### src/rtl/bp_me_mem_cmd_serializer.sv
// Serializes a memory command (header + optional cache line) into flit-wide beats.
// Define BP_ME_SER_PARITY_EN to append an XOR parity beat to payload-carrying messages.
module bp_me_mem_cmd_serializer #(
  parameter int unsigned hdr_width_p  = 50,
  parameter int unsigned data_width_p = 512,
  parameter int unsigned flit_width_p = 64
) (
  input  logic                    clk_i,
  input  logic                    reset_n_i,
  input  logic [hdr_width_p-1:0]  mem_cmd_header_i,
  input  logic [data_width_p-1:0] mem_cmd_data_i,
  input  logic                    mem_cmd_v_i,
  output logic                    mem_cmd_ready_o,
  output logic [flit_width_p-1:0] data_o,
  output logic                    v_o,
  output logic                    last_o,
  input  logic                    ready_i
);

  localparam int unsigned Beats = data_width_p / flit_width_p;
  localparam int unsigned CntW  = (Beats > 1) ? $clog2(Beats) : 1;
  localparam logic [CntW-1:0] LastCnt = CntW'(Beats - 1);

  typedef enum logic [3:0] {
    e_mem_msg_rd    = 4'h1,
    e_mem_msg_wr    = 4'h2,
    e_mem_msg_uc_rd = 4'h3,
    e_mem_msg_uc_wr = 4'h4
  } e_mem_msg;

  localparam logic [15:0] mem_cmd_payload_mask_gp =
    (16'd1 << e_mem_msg_wr) | (16'd1 << e_mem_msg_uc_wr);

`ifdef BP_ME_SER_PARITY_EN
  localparam bit ParityEn = 1'b1;
  typedef enum logic [1:0] {StIdle, StHdr, StData, StParity} state_e;
  logic [flit_width_p-1:0] parity_q;
`else
  localparam bit ParityEn = 1'b0;
  typedef enum logic [1:0] {StIdle, StHdr, StData} state_e;
`endif

  state_e                         state_q;
  logic [CntW-1:0]                cnt_q;
  logic [Beats-1:0][flit_width_p-1:0] line_q;
  logic                           payload_q;
  logic                           ready_q;
  logic                           v_q;
  logic                           last_q;
  logic [flit_width_p-1:0]        data_q;
  logic                           has_payload;

  // Types outside the mask (including unknown encodings) are header-only.
  assign has_payload = mem_cmd_payload_mask_gp[mem_cmd_header_i[3:0]];

  always_ff @(posedge clk_i) begin
    if (!reset_n_i) begin
      state_q   <= StIdle;
      cnt_q     <= '0;
      line_q    <= '0;
      payload_q <= 1'b0;
      ready_q   <= 1'b0;
      v_q       <= 1'b0;
      last_q    <= 1'b0;
      data_q    <= '0;
`ifdef BP_ME_SER_PARITY_EN
      parity_q  <= '0;
`endif
    end else begin
      unique case (state_q)
        StIdle: begin
          ready_q <= 1'b1;
          if (mem_cmd_v_i && ready_q) begin
            line_q    <= mem_cmd_data_i;
            payload_q <= has_payload;
            data_q    <= flit_width_p'(mem_cmd_header_i);
            last_q    <= !has_payload;
            v_q       <= 1'b1;
            ready_q   <= 1'b0;
            state_q   <= StHdr;
          end
        end
        StHdr: if (ready_i) begin
          if (payload_q) begin
            state_q <= StData;
            cnt_q   <= '0;
            data_q  <= line_q[0];
            last_q  <= (LastCnt == '0) && !ParityEn;
`ifdef BP_ME_SER_PARITY_EN
            parity_q <= '0;
`endif
          end else begin
            state_q <= StIdle;
            v_q     <= 1'b0;
            last_q  <= 1'b0;
            ready_q <= 1'b1;
          end
        end
        StData: if (ready_i) begin
`ifdef BP_ME_SER_PARITY_EN
          parity_q <= parity_q ^ data_q;
`endif
          if (cnt_q == LastCnt) begin
`ifdef BP_ME_SER_PARITY_EN
            state_q <= StParity;
            data_q  <= parity_q ^ data_q;
            last_q  <= 1'b1;
`else
            state_q <= StIdle;
            cnt_q   <= '0;
            v_q     <= 1'b0;
            last_q  <= 1'b0;
            ready_q <= 1'b1;
`endif
          end else begin
            cnt_q  <= cnt_q + 1'b1;
            data_q <= line_q[cnt_q + 1'b1];
            last_q <= ((cnt_q + 1'b1) == LastCnt) && !ParityEn;
          end
        end
`ifdef BP_ME_SER_PARITY_EN
        StParity: if (ready_i) begin
          state_q <= StIdle;
          cnt_q   <= '0;
          v_q     <= 1'b0;
          last_q  <= 1'b0;
          ready_q <= 1'b1;
        end
`endif
        default: state_q <= StIdle;
      endcase
    end
  end

  assign mem_cmd_ready_o = ready_q;
  assign v_o             = v_q;
  assign last_o          = last_q;
  assign data_o          = data_q;

endmodule
### config.mk
export PLATFORM = sky130hd
export DESIGN_NAME = bp_me_mem_cmd_serializer
export DESIGN_NICKNAME = d
export VERILOG_FILES = /design/src/rtl/bp_me_mem_cmd_serializer.sv
export SDC_FILE = /design/constraint.sdc
export NUM_CORES = 1
export LEC_CHECK = 0
export ABC_CLOCK_PERIOD_IN_PS = 4100
export BUFFER_PORTS_ARGS = -buffer_cell sky130_fd_sc_hd__buf_2
export CAP_MARGIN = 20
export CORE_MARGIN = 2
export CORE_UTILIZATION = 37
export CTS_CLUSTER_SIZE = 10
export DETAILED_ROUTE_END_ITERATION = 16
export PLACE_DENSITY = 0.57
export SLEW_MARGIN = 15
export SYNTH_ARGS = -nofsm -noshare
export SYNTH_HDL_FRONTEND = slang
export SYNTH_SLANG_ARGS = --single-unit
export TNS_END_PERCENT = 50
### constraint.sdc
create_clock -name clk_i -period 4.1 [get_ports clk_i]
set_input_delay 0.82 -clock clk_i [delete_from_list [all_inputs] [get_ports clk_i]]
set_output_delay 0.82 -clock clk_i [all_outputs]
set_load 0.005 [all_outputs]
==> flow_metrics.py <==
metrics = {
    "route": {
        "num_vias": 23200,
        "drtPass1Iterations": 5,
        "drc_errors": 0,
        "wire_per_inst_um": 20.4,
        "routed_wl_um": 89000,
        "antenna_left": 0,
        "drtIter0Drc": 1946,
        "viasPerCell": 5.31,
    },
    "clocking": {
        "insertion_delay_ns": 0.60,
        "post_cts_resized": 0,
        "cts_tree": "done",
        "cts-root-buf": "clkbuf_16",
        "path_clk_slew_ns": 0.05,
        "cts.sink_count": 585,
        "htreeDepth": 3,
        "numCtsBuffers": 71,
        "clockBufferDepth": 3,
        "cts_hold_buf": 0,
        "post_cts_buffers": 0,
    },
    "logic_synthesis": {
        "synth_top_area_cell": "dfxtp_1",
        "synth_most_common_cell": "nand2_1",
        "synth.top_cell.area_share_pct": 46.9,
        "ys_ff_latch": 585,
        "async_reset_ff_share_pct": 0,
        "synth_edf_count": 0,
        "synth_cells": 2991,
        "netlist_area_mm2": 0.0250,
        "syn_nets": 3565,
        "yosysSeqAreaShare_pct": 46.9,
        "syn_area_per_cell_um2": 8.35,
        "ys.warnings.count": 0,
        "ys_types": 40,
        "synth_commonest_cells": "nand2_1, dfxtp_1, a21oi_1, clkbuf_1, mux4_2",
        "synth.area.top_cells": "dfxtp_1, nand2_1, a21oi_1",
        "ys.flop_type": "dfxtp_1",
    },
    "power": {
        "p_sw_w": 0.00354,
        "p_clk_share_pct": 42.0,
        "switching_share_pct": 26.2,
        "ir_drop_mv": 0.299,
        "power.leakage_nw": 11.8,
        "power_frac_comb_pct": 12.1,
        "p_int_w": 0.00998,
        "power.density_mw_per_mm2": 439,
        "p_seq_share_pct": 45.9,
    },
    "timing": {
        "slew_headroom_pct": 32.1,
        "period_share_pct": 70.1,
        "setup_viol": 0,
        "fin_ws_ns": 1.23,
        "hold-worst-slack_ns": 0.451,
        "finalHoldViolCount": 0,
        "final.setup.tns_ns": 0,
        "slew_viol_final": 0,
        "skew_ns": 0.0251,
        "period_needed_ns": 2.87,
        "worst_pin_slew_ns": 1.02,
        "fmax_mhz": 348,
        "rsz0062_at_grt": "no",
    },
    "worst_setup_path": {
        "worstSetupEndpointType": "flop",
        "worstPathCellList": "inv_1 -> ha_2 -> buf_4 -> o21bai_4 -> nand3b_4 -> buf_4 -> buf_4 -> nor3_1 -> a32o_1",
        "critical_path_class": "flop to flop",
        "crit_slowest_cell": "buf_4",
        "crit_buf_inv": 4,
        "crit_top_cell": "buf_4",
        "reg2reg_slack_ns": 1.23,
        "cp_max_fo": 34,
        "crit_arrival_ns": 3.36,
        "critPathLaunchType": "flop",
        "required_ns": 4.58,
        "cp_top_family": "buffers and inverters",
        "max_stage_delay_ns": 0.53,
    },
    "grt": {
        "grt-ovfl-total": 0,
        "first_global_vias": 22800,
        "grt_pass1_wl_um": 135000,
        "grt.total_usage_pct": 24.9,
        "antenna_found_initial": 4,
        "grt_max_degree": 129,
    },
    "run_status": {
        "outcome": "finished, final reports clean",
    },
    "layout": {
        "synthToLayoutAreaGrowth_pct": 23.4,
        "nNetsFinal": 4048,
        "fin_cells": 4374,
        "utilization_pct": 46.0,
        "drive_above_1_share_pct": 26.0,
    },
    "placed_design": {
        "pre_cts_ws_ns": 1.24,
        "place_hpwl_um": 60700,
        "io_buffers": 632,
        "place.gp.congestion": 0.860,
        "dp.cells": 4274,
    },
    "flow_run": {
        "maxCapViolations": 0,
    },
    "die": {
        "core_mm2": 0.0670,
        "dieArea_mm2": 0.0696,
        "num_rows": 95,
        "pin_count": 633,
        "die_x_um": 264,
        "start_util_pct": 37.3,
        "die_y_um": 264,
    },
    "worst_hold_path": {
        "hold_class": "flop to flop",
    },
}
[tightest hold or removal path, stage by stage, from the launching register on]
cell and delay (ns):
dfxtp_1 0.30, nand2_1 0.05, a21oi_1 0.05
[path summary, 6_finish.rpt]
kind                                  from                        to  cells after the start
setup reg to reg   state_q[1]$_SDFFE_PN0P_   data_o[27]$_SDFFE_PN0P_                      9
hold / removal    line_q[351]$_SDFFE_PN0P_  line_q[351]$_SDFFE_PN0P_                      2
setup / recovery   state_q[1]$_SDFFE_PN0P_   data_o[27]$_SDFFE_PN0P_                      9
hold reg to reg   line_q[351]$_SDFFE_PN0P_  line_q[351]$_SDFFE_PN0P_                      2
[placed cells by master (no fill, tap or decap), types with 3 or more instances in the layout]
cell	count
buf_2	631
a21oi_1	517
diode_2	3
nand2_1	1096
clkbuf_8	5
ha_1	4
a221o_1	49
o221ai_1	16
or3_1	3
buf_12	18
inv_6	3
o21ai_0	50
nand2b_1	4
o211ai_1	65
clkbuf_16	72
buf_4	33
nor2_1	3
a32o_1	49
mux4_2	77
mux2_2	50
nor3_1	51
dfxtp_1	584
inv_1	4
mux2i_1	67
clkbuf_1	13
[through the flow]
stage | instance area (µm²) | power [W]
after detailed placement | 28800 | 0.00796
final | 30800 | 0.0135
after CTS | 30800 | 0.0136
after global routing | 30800 | 0.0140
after floorplan | 25000 | 0.00716
after global placement | 28800 | 0.00795
[state kept, by name, summed over array words and instances (netlist names)]
signal and cells:
line_q 512, data_o 64, cnt_q 3, state_q 2
last_o 1, mem_cmd_ready_o 1, payload_q 1, v_o 1
[routing by layer]
metal,vias to the layer above,wire length (µm),track usage [%]
met5,-,13,0
met4,2,2540,7.88
met2,764,42400,41.3
met3,144,5170,4.07
met1,11100,38900,33.3
li1,11300,-,-
[logic make-up (layout without fill, tap and decap cells)]
family	Yosys count	after routing	share of synthesized area [%]
buf+inv	278	785	4.58
flops	585	585	46.9
fa+ha+maj	8	8	0.401
simple gates	1171	1171	18.1
other cells	0	3	0
compound gates	754	754	18.1
mux	194	194	11.9
xor+xnor	1	1	0.0351
[power by group through the flow]
stage	Sequential (W)	Combinational [W]	Clock (W)
6_report	0.00620	0.00164	0.00568
5_1_grt	0.00623	0.00180	0.00600
4_1_cts	0.00620	0.00164	0.00577
3_5_place_dp	0.00632	0.00164	0
3_3_place_gp	0.00632	0.00163	0
2_1_floorplan	0.00625	0.000909	0
[final cells by class]
class | instances | area [µm²]
Tap cell | 873 | 1090
Sequential cell | 585 | 11700
Inverter | 6 | 30.0
Fill cell | 6779 | 36200
Antenna cell | 3 | 7.51
Clock inverter | 7 | 85.1
Multi-Input combinational cell | 2128 | 12200
Clock buffer | 90 | 1920
Timing Repair Buffer | 682 | 3770
Power figures use the tool's default switching activity.
